`src/rtl/all_gate_bist_ctrl_if.sv`:
```
// Handshake and gate-stimulus bundle between the BIST sequencer and its surroundings.
// The master side is the system/all_gate environment; the slave side is the sequencer.
interface all_gate_bist_ctrl_if;
   logic       start;
   logic       abort;
   logic       a_o;
   logic       b_o;
   logic       and_i;
   logic       or_i;
   logic       xor_i;
   logic       nand_i;
   logic       nor_i;
   logic       busy;
   logic       done;
   logic       pass;
   logic [4:0] err_vec;
   logic [3:0] fail_vec;
   logic [1:0] vec_idx;

   modport master (
      output start, abort, and_i, or_i, xor_i, nand_i, nor_i,
      input  a_o, b_o, busy, done, pass, err_vec, fail_vec, vec_idx
   );

   modport slave (
      input  start, abort, and_i, or_i, xor_i, nand_i, nor_i,
      output a_o, b_o, busy, done, pass, err_vec, fail_vec, vec_idx
   );
endinterface

```
`src/rtl/all_gate_bist_ctrl.sv`:
```
// BIST sequencer for the two-input all_gate block: sweeps {a,b} through all four
// vectors, waits a settle time per vector, and accumulates sticky per-gate and
// per-vector mismatch flags. Reports pass/done at the end of a completed run.
module all_gate_bist_ctrl #(
   parameter int unsigned SETTLE_CYCLES = 2,
   parameter int unsigned PASSES        = 1
) (
   input logic                 clk,
   input logic                 rst,
   all_gate_bist_ctrl_if.slave bus
);

   localparam int unsigned SW = $clog2(SETTLE_CYCLES + 1);
   localparam int unsigned PW = $clog2(PASSES + 1);

   typedef enum logic [2:0] {
      IDLE,
      DRIVE,
      SETTLE,
      CHECK,
      DONE
   } state_t;

   state_t          state_q;
   logic            a_q;
   logic            b_q;
   logic            busy_q;
   logic            done_q;
   logic            pass_q;
   logic [4:0]      err_q;
   logic [3:0]      fail_q;
   logic [1:0]      vec_q;
   logic [SW-1:0]   settle_cnt_q;
   logic [PW-1:0]   pass_cnt_q;

   logic [4:0]      mism;
   logic [4:0]      err_next;
   logic [3:0]      fail_next;
   logic [1:0]      vec_inc;

   // Mismatch of each gate output against the truth table for the applied vector.
   always_comb begin
      mism      = {bus.nor_i  ^ ~(a_q | b_q),
                   bus.nand_i ^ ~(a_q & b_q),
                   bus.xor_i  ^  (a_q ^ b_q),
                   bus.or_i   ^  (a_q | b_q),
                   bus.and_i  ^  (a_q & b_q)};
      err_next  = err_q | mism;
      fail_next = fail_q | (4'(|mism) << vec_q);
      vec_inc   = vec_q + 2'd1;
   end

   // Sequencer FSM; all outputs are registered and a/b only move on DRIVE/IDLE/DONE entry.
   always_ff @(posedge clk or posedge rst) begin
      if (rst) begin
         state_q      <= IDLE;
         a_q          <= 1'b0;
         b_q          <= 1'b0;
         busy_q       <= 1'b0;
         done_q       <= 1'b0;
         pass_q       <= 1'b0;
         err_q        <= 5'd0;
         fail_q       <= 4'd0;
         vec_q        <= 2'd0;
         settle_cnt_q <= '0;
         pass_cnt_q   <= '0;
      end else begin
         case (state_q)
            IDLE: begin
               a_q    <= 1'b0;
               b_q    <= 1'b0;
               done_q <= 1'b0;
               if (bus.start && !bus.abort) begin
                  err_q      <= 5'd0;
                  fail_q     <= 4'd0;
                  pass_q     <= 1'b0;
                  vec_q      <= 2'd0;
                  pass_cnt_q <= '0;
                  busy_q     <= 1'b1;
                  state_q    <= DRIVE;
               end
            end

            DRIVE: begin
               if (bus.abort) begin
                  a_q     <= 1'b0;
                  b_q     <= 1'b0;
                  busy_q  <= 1'b0;
                  pass_q  <= 1'b0;
                  state_q <= IDLE;
               end else begin
                  settle_cnt_q <= SW'(SETTLE_CYCLES - 1);
                  state_q      <= SETTLE;
               end
            end

            SETTLE: begin
               if (bus.abort) begin
                  a_q     <= 1'b0;
                  b_q     <= 1'b0;
                  busy_q  <= 1'b0;
                  pass_q  <= 1'b0;
                  state_q <= IDLE;
               end else if (settle_cnt_q == '0) begin
                  state_q <= CHECK;
               end else begin
                  settle_cnt_q <= settle_cnt_q - SW'(1);
               end
            end

            CHECK: begin
               if (bus.abort) begin
                  a_q     <= 1'b0;
                  b_q     <= 1'b0;
                  busy_q  <= 1'b0;
                  pass_q  <= 1'b0;
                  state_q <= IDLE;
               end else begin
                  err_q  <= err_next;
                  fail_q <= fail_next;
                  if (vec_q != 2'd3) begin
                     vec_q   <= vec_inc;
                     a_q     <= vec_inc[1];
                     b_q     <= vec_inc[0];
                     state_q <= DRIVE;
                  end else if (pass_cnt_q < PW'(PASSES - 1)) begin
                     pass_cnt_q <= pass_cnt_q + PW'(1);
                     vec_q      <= 2'd0;
                     a_q        <= 1'b0;
                     b_q        <= 1'b0;
                     state_q    <= DRIVE;
                  end else begin
                     a_q     <= 1'b0;
                     b_q     <= 1'b0;
                     busy_q  <= 1'b0;
                     done_q  <= 1'b1;
                     pass_q  <= (err_next == 5'd0);
                     state_q <= DONE;
                  end
               end
            end

            DONE: begin
               done_q  <= 1'b0;
               a_q     <= 1'b0;
               b_q     <= 1'b0;
               state_q <= IDLE;
            end

            default: begin
               state_q <= IDLE;
            end
         endcase
      end
   end

   assign bus.a_o      = a_q;
   assign bus.b_o      = b_q;
   assign bus.busy     = busy_q;
   assign bus.done     = done_q;
   assign bus.pass     = pass_q;
   assign bus.err_vec  = err_q;
   assign bus.fail_vec = fail_q;
   assign bus.vec_idx  = vec_q;

endmodule

```
`src/flat_wrapper.sv`:
```
// flat-port wrapper written by rule: the top's interface ports become plain ports
module all_gate_bist_ctrl_flat 
#(
   parameter int unsigned SETTLE_CYCLES = 2,
   parameter int unsigned PASSES        = 1
)
  (clk, rst, bus_start, bus_abort, bus_and_i, bus_or_i, bus_xor_i, bus_nand_i, bus_nor_i, bus_a_o, bus_b_o, bus_busy, bus_done, bus_pass, bus_err_vec, bus_fail_vec, bus_vec_idx);
  all_gate_bist_ctrl_if bus_i ();
  input logic clk;
  input logic rst;
  input wire logic [$bits(bus_i.start)-1:0] bus_start;
  input wire logic [$bits(bus_i.abort)-1:0] bus_abort;
  input wire logic [$bits(bus_i.and_i)-1:0] bus_and_i;
  input wire logic [$bits(bus_i.or_i)-1:0] bus_or_i;
  input wire logic [$bits(bus_i.xor_i)-1:0] bus_xor_i;
  input wire logic [$bits(bus_i.nand_i)-1:0] bus_nand_i;
  input wire logic [$bits(bus_i.nor_i)-1:0] bus_nor_i;
  output wire logic [$bits(bus_i.a_o)-1:0] bus_a_o;
  output wire logic [$bits(bus_i.b_o)-1:0] bus_b_o;
  output wire logic [$bits(bus_i.busy)-1:0] bus_busy;
  output wire logic [$bits(bus_i.done)-1:0] bus_done;
  output wire logic [$bits(bus_i.pass)-1:0] bus_pass;
  output wire logic [$bits(bus_i.err_vec)-1:0] bus_err_vec;
  output wire logic [$bits(bus_i.fail_vec)-1:0] bus_fail_vec;
  output wire logic [$bits(bus_i.vec_idx)-1:0] bus_vec_idx;
  assign bus_i.start = bus_start;
  assign bus_i.abort = bus_abort;
  assign bus_i.and_i = bus_and_i;
  assign bus_i.or_i = bus_or_i;
  assign bus_i.xor_i = bus_xor_i;
  assign bus_i.nand_i = bus_nand_i;
  assign bus_i.nor_i = bus_nor_i;
  assign bus_a_o = bus_i.a_o;
  assign bus_b_o = bus_i.b_o;
  assign bus_busy = bus_i.busy;
  assign bus_done = bus_i.done;
  assign bus_pass = bus_i.pass;
  assign bus_err_vec = bus_i.err_vec;
  assign bus_fail_vec = bus_i.fail_vec;
  assign bus_vec_idx = bus_i.vec_idx;
  all_gate_bist_ctrl #(.SETTLE_CYCLES(SETTLE_CYCLES), .PASSES(PASSES)) u_core (.clk(clk), .rst(rst), .bus(bus_i));
endmodule
```
`config.mk`:
```
export PLATFORM = sky130hd
export DESIGN_NAME = all_gate_bist_ctrl_flat
export DESIGN_NICKNAME = d
export VERILOG_FILES = /design/src/rtl/all_gate_bist_ctrl_if.sv /design/src/rtl/all_gate_bist_ctrl.sv /design/src/flat_wrapper.sv
export SDC_FILE = /design/constraint.sdc
export NUM_CORES = 1
export LEC_CHECK = 0
export BUFFER_PORTS_ARGS = -buffer_cell sky130_fd_sc_hd__buf_2
export CAP_MARGIN = 20
export CORE_UTILIZATION = 40
export DETAILED_ROUTE_END_ITERATION = 8
export PLACE_DENSITY = 0.6
export SKIP_LAST_GASP = 1
export SLEW_MARGIN = 20
export SYNTH_ARGS = -nofsm -noshare
export SYNTH_HDL_FRONTEND = slang
export SYNTH_SLANG_ARGS = --single-unit
```
`constraint.sdc`:
```
create_clock -name clk -period 3.8 [get_ports clk]
set_clock_uncertainty 0.1 [all_clocks]
set_input_delay 0.76 -clock clk [delete_from_list [all_inputs] [get_ports clk]]
set_output_delay 0.76 -clock clk [all_outputs]
set_load 0.01 [all_outputs]
```
==> metrics.md, run 1 <==
| Metric | Value |
|---|---|
| Final setup viols | 0 |
| Initial antenna violation count | 0 |
| Syn_nets | 124 |
| FF+latch count, synth | 21 |
| Post-route ant nets | 0 |
| Synth top cells by count | 21 x dfrtp_1, 14 x nor2_1, 8 x inv_1, 8 x nand2_1, 5 x o21a_1 |
| DIE AREA | 0.00296 mm^2 |
| Syn Area/Cell | 9.91 um^2 |
| DP Wirelength | 1610 um |
| # DRC | 0 |
| Die Ht | 54.4 um |
| Port Buf Inserts | 24 |
| Via Count | 871 |
| Leak pwr | 0.000649 uW |
| Number of flops mapped to enable cells by yosys | 0 |
| Postcts setup bufs | 0 |
| Starting Density | 0.432 |
| Unrepaired setup endpoints after global routing | false |
| Syn-to-layout area delta | 15.0% |
| Crit. End Element | output port |
| Worst path max stage delay | 500 ps |
| Layout cells sized above 1 | 0.250 |
| Ys Warns | 0 |
| Worst-path cell chain | buf_2 |
| Tightest Pin Transition | 811 ps |
| CP Launch Type | register |
| Largest net degree at the start of global routing | 22 |
| Reg area | 526 um^2 |
| Core box area | 0.00254 mm^2 |
| Post-route cell area | 0.00126 mm^2 |
| Outcome | completed |
| Global-route wire length before repair | 3570 um |
| Row count | 18 |
| Clk buf depth | 2 |
| Worst min path class | reg -> reg |
| Initial DRC count | 16 |
| GRT Residual Overflow | 0 |
| CTS Buf Count | 3 |
| Crit path required time | 2940 ps |
| Worst-path clk slew | 120 ps |
| Max Freq | 0.542 GHz |
| DP Worst Slack | 1680 ps |
| Cts hold-fix bufs | 0 |
| 1st-pass router iterations | 4 |
| Slew headroom | 0.459 |
| Top FF cell, synth | dfrtp_1 |
| CTS Sinks | 21 |
| Mapped Area | 0.00110 mm^2 |
| Top cell type's share of synthesized area | 0.478 |
| I/O pins | 25 |
| Final Hold Viols | 0 |
| H-tree levels | 1 |
| Area after DPL | 0.00124 mm^2 |
| Global placement routability congestion | 0.732 |
| Tmin final | 1850 ps |
| Number of global-route vias before repair | 792 |
| Crit-path leading delay family | flip-flops |
| Multi-input gate area | 524 um^2 |
| Cell count after synthesis | 111 |
| Synth area leaders | dfrtp_1 48%, nor2_1 4.8%, ha_1 4.6% |
| Library cells used by synthesis | 36 |
| Final WS setup | 1950 ps |
| Wire per inst | 13.2 um |
| Worst Path Buf+Inv | 1 |
| Final period util | 0.486 |
| ANT cells | 0 |
| Final nets | 150 |
| Max Slew Vio Count | 0 |
| Clock Latency Late Sink | 300 ps |
| Worst-path fanout max | 8 |
| Share of flip-flops with an asynchronous set or reset | 1.00 |
| Max-Cap Viols | 0 |
| Post-synthesis sequential area ratio | 0.478 |
| Crit path DAT | 990 ps |
| Die extent in x | 54.4 um |
| Design Power | 579 uW |
| FILL cells | 244 |
| VDD IR-drop max | 249 uV |
| Count leader, synth | dfrtp_1 |
| Routed vias/inst | 5.25 |
| Area leader, netlist | dfrtp_1 |
| Worst setup path class | reg -> out |
| Gates resized, CTS repair | 0 |
| Root Buffer | clkbuf_4 |
| Slowest-stage cell, CP | dfrtp_1 |
| Final wirelength | 2190 um |
| TritonCTS clock tree | done |
| Total GRT Usage | 0.171 |
| PwrDens | 457 mW/mm^2 |
| Setup TNS Final | 0 ps |
[worst paths after layout]
| kind | startpoint | cells after the start | slack [ps] | endpoint |
|---|---|---|---|---|
| setup reg to reg | u_core.bus.a_o$_DFFE_PP0P_ | 6 | 1980 | u_core.bus.pass$_DFFE_PP0P_ |
| setup / recovery | u_core.bus.vec_idx[0]$_DFFE_PP0P_ | 1 | 1950 | bus_vec_idx[0] |
| hold / removal | u_core.bus.fail_vec[3]$_DFFE_PP0P_ | 2 | 380 | u_core.bus.fail_vec[3]$_DFFE_PP0P_ |
| max in group asynchronous | rst | 2 | 2610 | u_core.state_q[2]$_DFFE_PP0P_ |
| min in group asynchronous | rst | 2 | 490 | u_core.bus.pass$_DFFE_PP0P_ |
| hold reg to reg | u_core.bus.fail_vec[3]$_DFFE_PP0P_ | 2 | 380 | u_core.bus.fail_vec[3]$_DFFE_PP0P_ |
[per-layer routing]
layer / up-vias / global-route usage / part of all wire
li1: 436 / - / -
met1: 411 / 0.249 / 0.55
met2: 22 / 0.242 / 0.41
met3: 2 / 0.0583 / 0.041
met4: 0 / 0.0385 / 0.0068
met5: - / 0 / 0
[sequential cells by signal (all words and copies together) (netlist names)]
register	count
u_core.bus.err_vec	5
u_core.bus.fail_vec	4
u_core.state_q	3
u_core.bus.vec_idx	2
u_core.settle_cnt_q	2
u_core.bus.a_o	1
u_core.bus.b_o	1
u_core.bus.busy	1
u_core.bus.done	1
u_core.bus.pass	1
[cells in the final DEF (no fill, tap or decap), drive strengths merged]
master,netlist,layout
mux2,1,1
a21o,2,2
and2,2,2
buf,3,24
nand4,2,2
nand3b,2,2
xnor2,3,3
mux2i,2,2
nor2b,2,2
nand3,2,2
nand2,8,8
o21a,5,5
a32o,1,1
inv,8,8
o22ai,1,1
or2,1,1
dfrtp,21,21
clkbuf,0,3
clkinv,0,1
a2bb2oi,1,1
o21ai,6,6
ha,4,4
o31ai,3,3
nor4,2,2
nor3,2,2
a22o,1,1
nor2,15,15
xor2,3,3
and3,1,1
nor3b,1,1
o22a,2,2
a21oi,4,4
[power breakdown]
group	internal [uW]	switching, uW	total [uW]
registers	261	38.0	299
clock network	39.3	69.0	108
logic	80.8	90.4	171
[area by class of cell]
type	instances	share of cell area
repair buffers	24	0.0950
clock buffers	3	0.0178
inverters	8	0.0237
flip-flops and latches	21	0.415
multi-input cells	79	0.414
clock inverters	1	0.00396
well taps	30	0.0297
[kinds of logic (layout without fill, tap and decap cells)]
family          Yosys count  after routing  synth area share
compound gates           26             26             0.167
xor+xnor                  6              6            0.0478
fa+ha+maj                 4              4            0.0455
buf+inv                  11             36            0.0455
flops                    21             21             0.478
mux                       3              3            0.0284
simple gates             40             40             0.188
[stage by stage]
step | utilization | hold slack, ps | instances
global placement | 0.486 | 359 | 162
global route | 0.497 | 417 | 166
detailed placement | 0.486 | 360 | 162
floorplan | - | 382 | 111
CTS | 0.497 | 389 | 166
finish | 0.497 | 384 | 166
Note: power is estimated with default switching activity, not from simulation.
==> run 2, diff against run 1 <==
- PLACE_DENSITY: 0.6 -> 0.62
- clock period: 3.8 -> 1.5 ns (I/O delays scaled with it)
==> run 2 against run 1 <==
Cell area increased by 23%. Sequential power rose by 150%. The flow now finishes with violations (setup timing). Global-route usage up 2.9 points. Worst hold slack worse by 100 ps. Critical path type unchanged. Largest cell class is now multi-input gates. Routed wire length grew 13%.
==> metrics.md, run 2 (synthesis results as in run 1) <==
| Metric | Value |
|---|---|
| Outcome | finished, violations left |
| Failing checks | setup timing |
| Via Count | 955 (+9.6%) |
| Die Ht | 54.4 um (unchanged) |
| Syn-to-layout area delta | 41.5% |
| Root Buffer | clkbuf_4 |
| Initial antenna violation count | 0 (unchanged) |
| Setup TNS Final | -507 ps (-507 ps) |
| Wire per inst | 13.1 um (-0.33%) |
| Total GRT Usage | 0.200 (+0.0294) |
| Largest net degree at the start of global routing | 22 (unchanged) |
| Crit path required time | 1100 ps (-1840 ps) |
| R2r endpoint | u_core.bus.pass$_DFFE_PP0P_ |
| Global placement routability congestion | 0.833 (+14%) |
| Unrepaired setup endpoints after global routing | true |
| Sw Pwr | 531 uW (+170%) |
| Final setup viols | 6 (+6) |
| Worst setup path class | reg -> out |
| VDD IR-drop max | 720 uV (+190%) |
| Port Buf Inserts | 24 (unchanged) |
| Worst min path class | in -> reg |
| Row count | 18 (unchanged) |
| Final Hold Viols | 0 (unchanged) |
| Layout Cells excl Fill | 188 (+13%) |
| Reg-to-reg slack, setup | -100 ps (-2080 ps) |
| Max Freq | 0.612 GHz |
| Die extent in x | 54.4 um (unchanged) |
| Global-route wire length before repair | 4200 um (+18%) |
| DP Worst Slack | -101 ps (-1780 ps) |
| Post-route ant nets | 0 (unchanged) |
| I/O pins | 25 (unchanged) |
| Placed cells | 181 (+12%) |
| Tightest Pin Transition | 281 ps (-530 ps) |
| Leak pwr | 0.000769 uW (+18%) |
| Number of global-route vias before repair | 930 (+17%) |
| Final wirelength | 2470 um (+13%) |
| # DRC | 0 (unchanged) |
| PwrDens | 1010 mW/mm^2 (+120%) |
| Clk pwr share | 0.174 (-0.013) |
| Clock Latency Late Sink | 310 ps (about the same) |
| CTS Buf Count | 3 (unchanged) |
| Final WS setup | -134 ps (-2090 ps) |
| Most frequent cells in the layout | 22 x buf_2, 19 x buf_4, 18 x dfrtp_1 |
| Initial DRC count | 9 (-7) |
| Worst Setup EP | bus_a_o |
| Comb pwr share | 0.358 (+0.062) |
| Max Slew Vio Count | 0 (unchanged) |
| Starting Density | 0.432 (unchanged) |
| Crit. End Element | output port |
| Part of the power in registers | 0.468 (-0.049) |
| Final nets | 172 (+15%) |
| CP Launch Type | register |
| Commonest non-fill, non-tap cell in the layout | buf_2 |
| Routed vias/inst | 5.08 (-3.2%) |
| CTS Sinks | 21 (unchanged) |
| Reg area | 529 um^2 (+0.71%) |
| Clk buf depth | 2 (unchanged) |
| Utilization after layout | 0.612 (+0.115) |
| DIE AREA | 0.00296 mm^2 (unchanged) |
| DP Wirelength | 1790 um (+11%) |
| Layout cells sized above 1 | 0.449 (+0.199) |
| GRT Residual Overflow | 0 (unchanged) |
| TritonCTS clock tree | done |
| Start point of the critical path | u_core.bus.a_o$_DFFE_PP0P_ |
| Crit path DAT | 1230 ps (+240 ps) |
| Slew headroom | 0.812 (+0.353) |
| Multi-input gate area | 626 um^2 (+19%) |
| Worst-path clk slew | 110 ps (about the same) |
| Final period util | 1.09 |
| Core box area | 0.00254 mm^2 (unchanged) |
| ANT cells | 0 (unchanged) |
| Reg2reg start | u_core.bus.a_o$_DFFE_PP0P_ |
| Number of flip-flops in the largest register | 5 (unchanged) |
| FILL cells | 229 (-6.1%) |
| Tmin final | 1630 ps |
| Worst-path fanout max | 3 (-5) |
| Register-to-Register Path Depth | 6 (unchanged) |
| H-tree levels | 1 (unchanged) |
| WHS Path Cells | 4 (+2) |
| 1st-pass router iterations | 4 (unchanged) |
| Int Pwr | 1040 uW (+170%) |
| Min Hold Slack | 280 ps (-104 ps) |
| Sw frac | 0.337 (-0.00371) |
| Max-Cap Viols | 0 (unchanged) |
## run 2: cell types whose count changed in the layout (fill, tap and decap cells not counted), sizes merged
cell	delta
dlygate4sd3	+1
buf	+21
clkbuf	+1
clkinv	-1
## run 2: per-layer routing
metal	vias up	track usage	routed length (um)
li1	481	-	-
met1	454	0.262	1210
met2	18	0.319	1160
met3	2	0.0583	86
met4	0	0.0556	15
met5	-	0	0
## run 2: power groups by stage
stage | Clock (uW) | Combinational (uW) | Sequential [uW]
after CTS | 279 | 550 | 736
after floorplan | 0 | 308 | 769
after detailed placement | 0 | 535 | 745
final | 275 | 563 | 737
after global routing | 307 | 627 | 752
after global placement | 0 | 512 | 744
## run 2: critical path, cell delays in order (launching register included)
cell	delay, ps
dfrtp_1	440
buf_4	160
buf_6	100
buf_4	120
buf_6	110
## run 2: metrics by stage
stage	power [uW]	instance area, um^2
floorplan	1080	1120
global placement	1260	1400
detailed placement	1280	1400
CTS	1560	1490
global route	1690	1560
finish	1580	1560
## run 2: what timing repair did
| action | in CTS | in global routing |
|---|---|---|
| endpoints found under the setup margin | 10 | 15 |
| hold buffers | 1 | 0 |
| gates resized for setup | 8 | 15 |
| setup buffers | 2 | 1 |
| pin swaps | 4 | 2 |
| hold endpoints to repair | 21 | 0 |
## run 2: worst min path at each step
stage | from | to | slack (ps)
floorplan | rst | u_core.bus.a_o$_DFFE_PP0P_ | 180
global placement | rst | u_core.settle_cnt_q[1]$_DFFE_PP0P_ | 240
detailed placement | rst | u_core.settle_cnt_q[1]$_DFFE_PP0P_ | 250
CTS | bus_abort | u_core.state_q[1]$_DFFE_PP0P_ | 270
global route | bus_nand_i | u_core.bus.err_vec[3]$_DFFE_PP0P_ | 300
finish | bus_nand_i | u_core.bus.err_vec[3]$_DFFE_PP0P_ | 280
## run 2: final cells by class
type	count	area share
Clock buffer	4	0.0169
Inverter	8	0.0193
Multi-Input combinational cell	79	0.402
Sequential cell	21	0.340
Tap cell	30	0.0241
Timing Repair Buffer	46	0.198
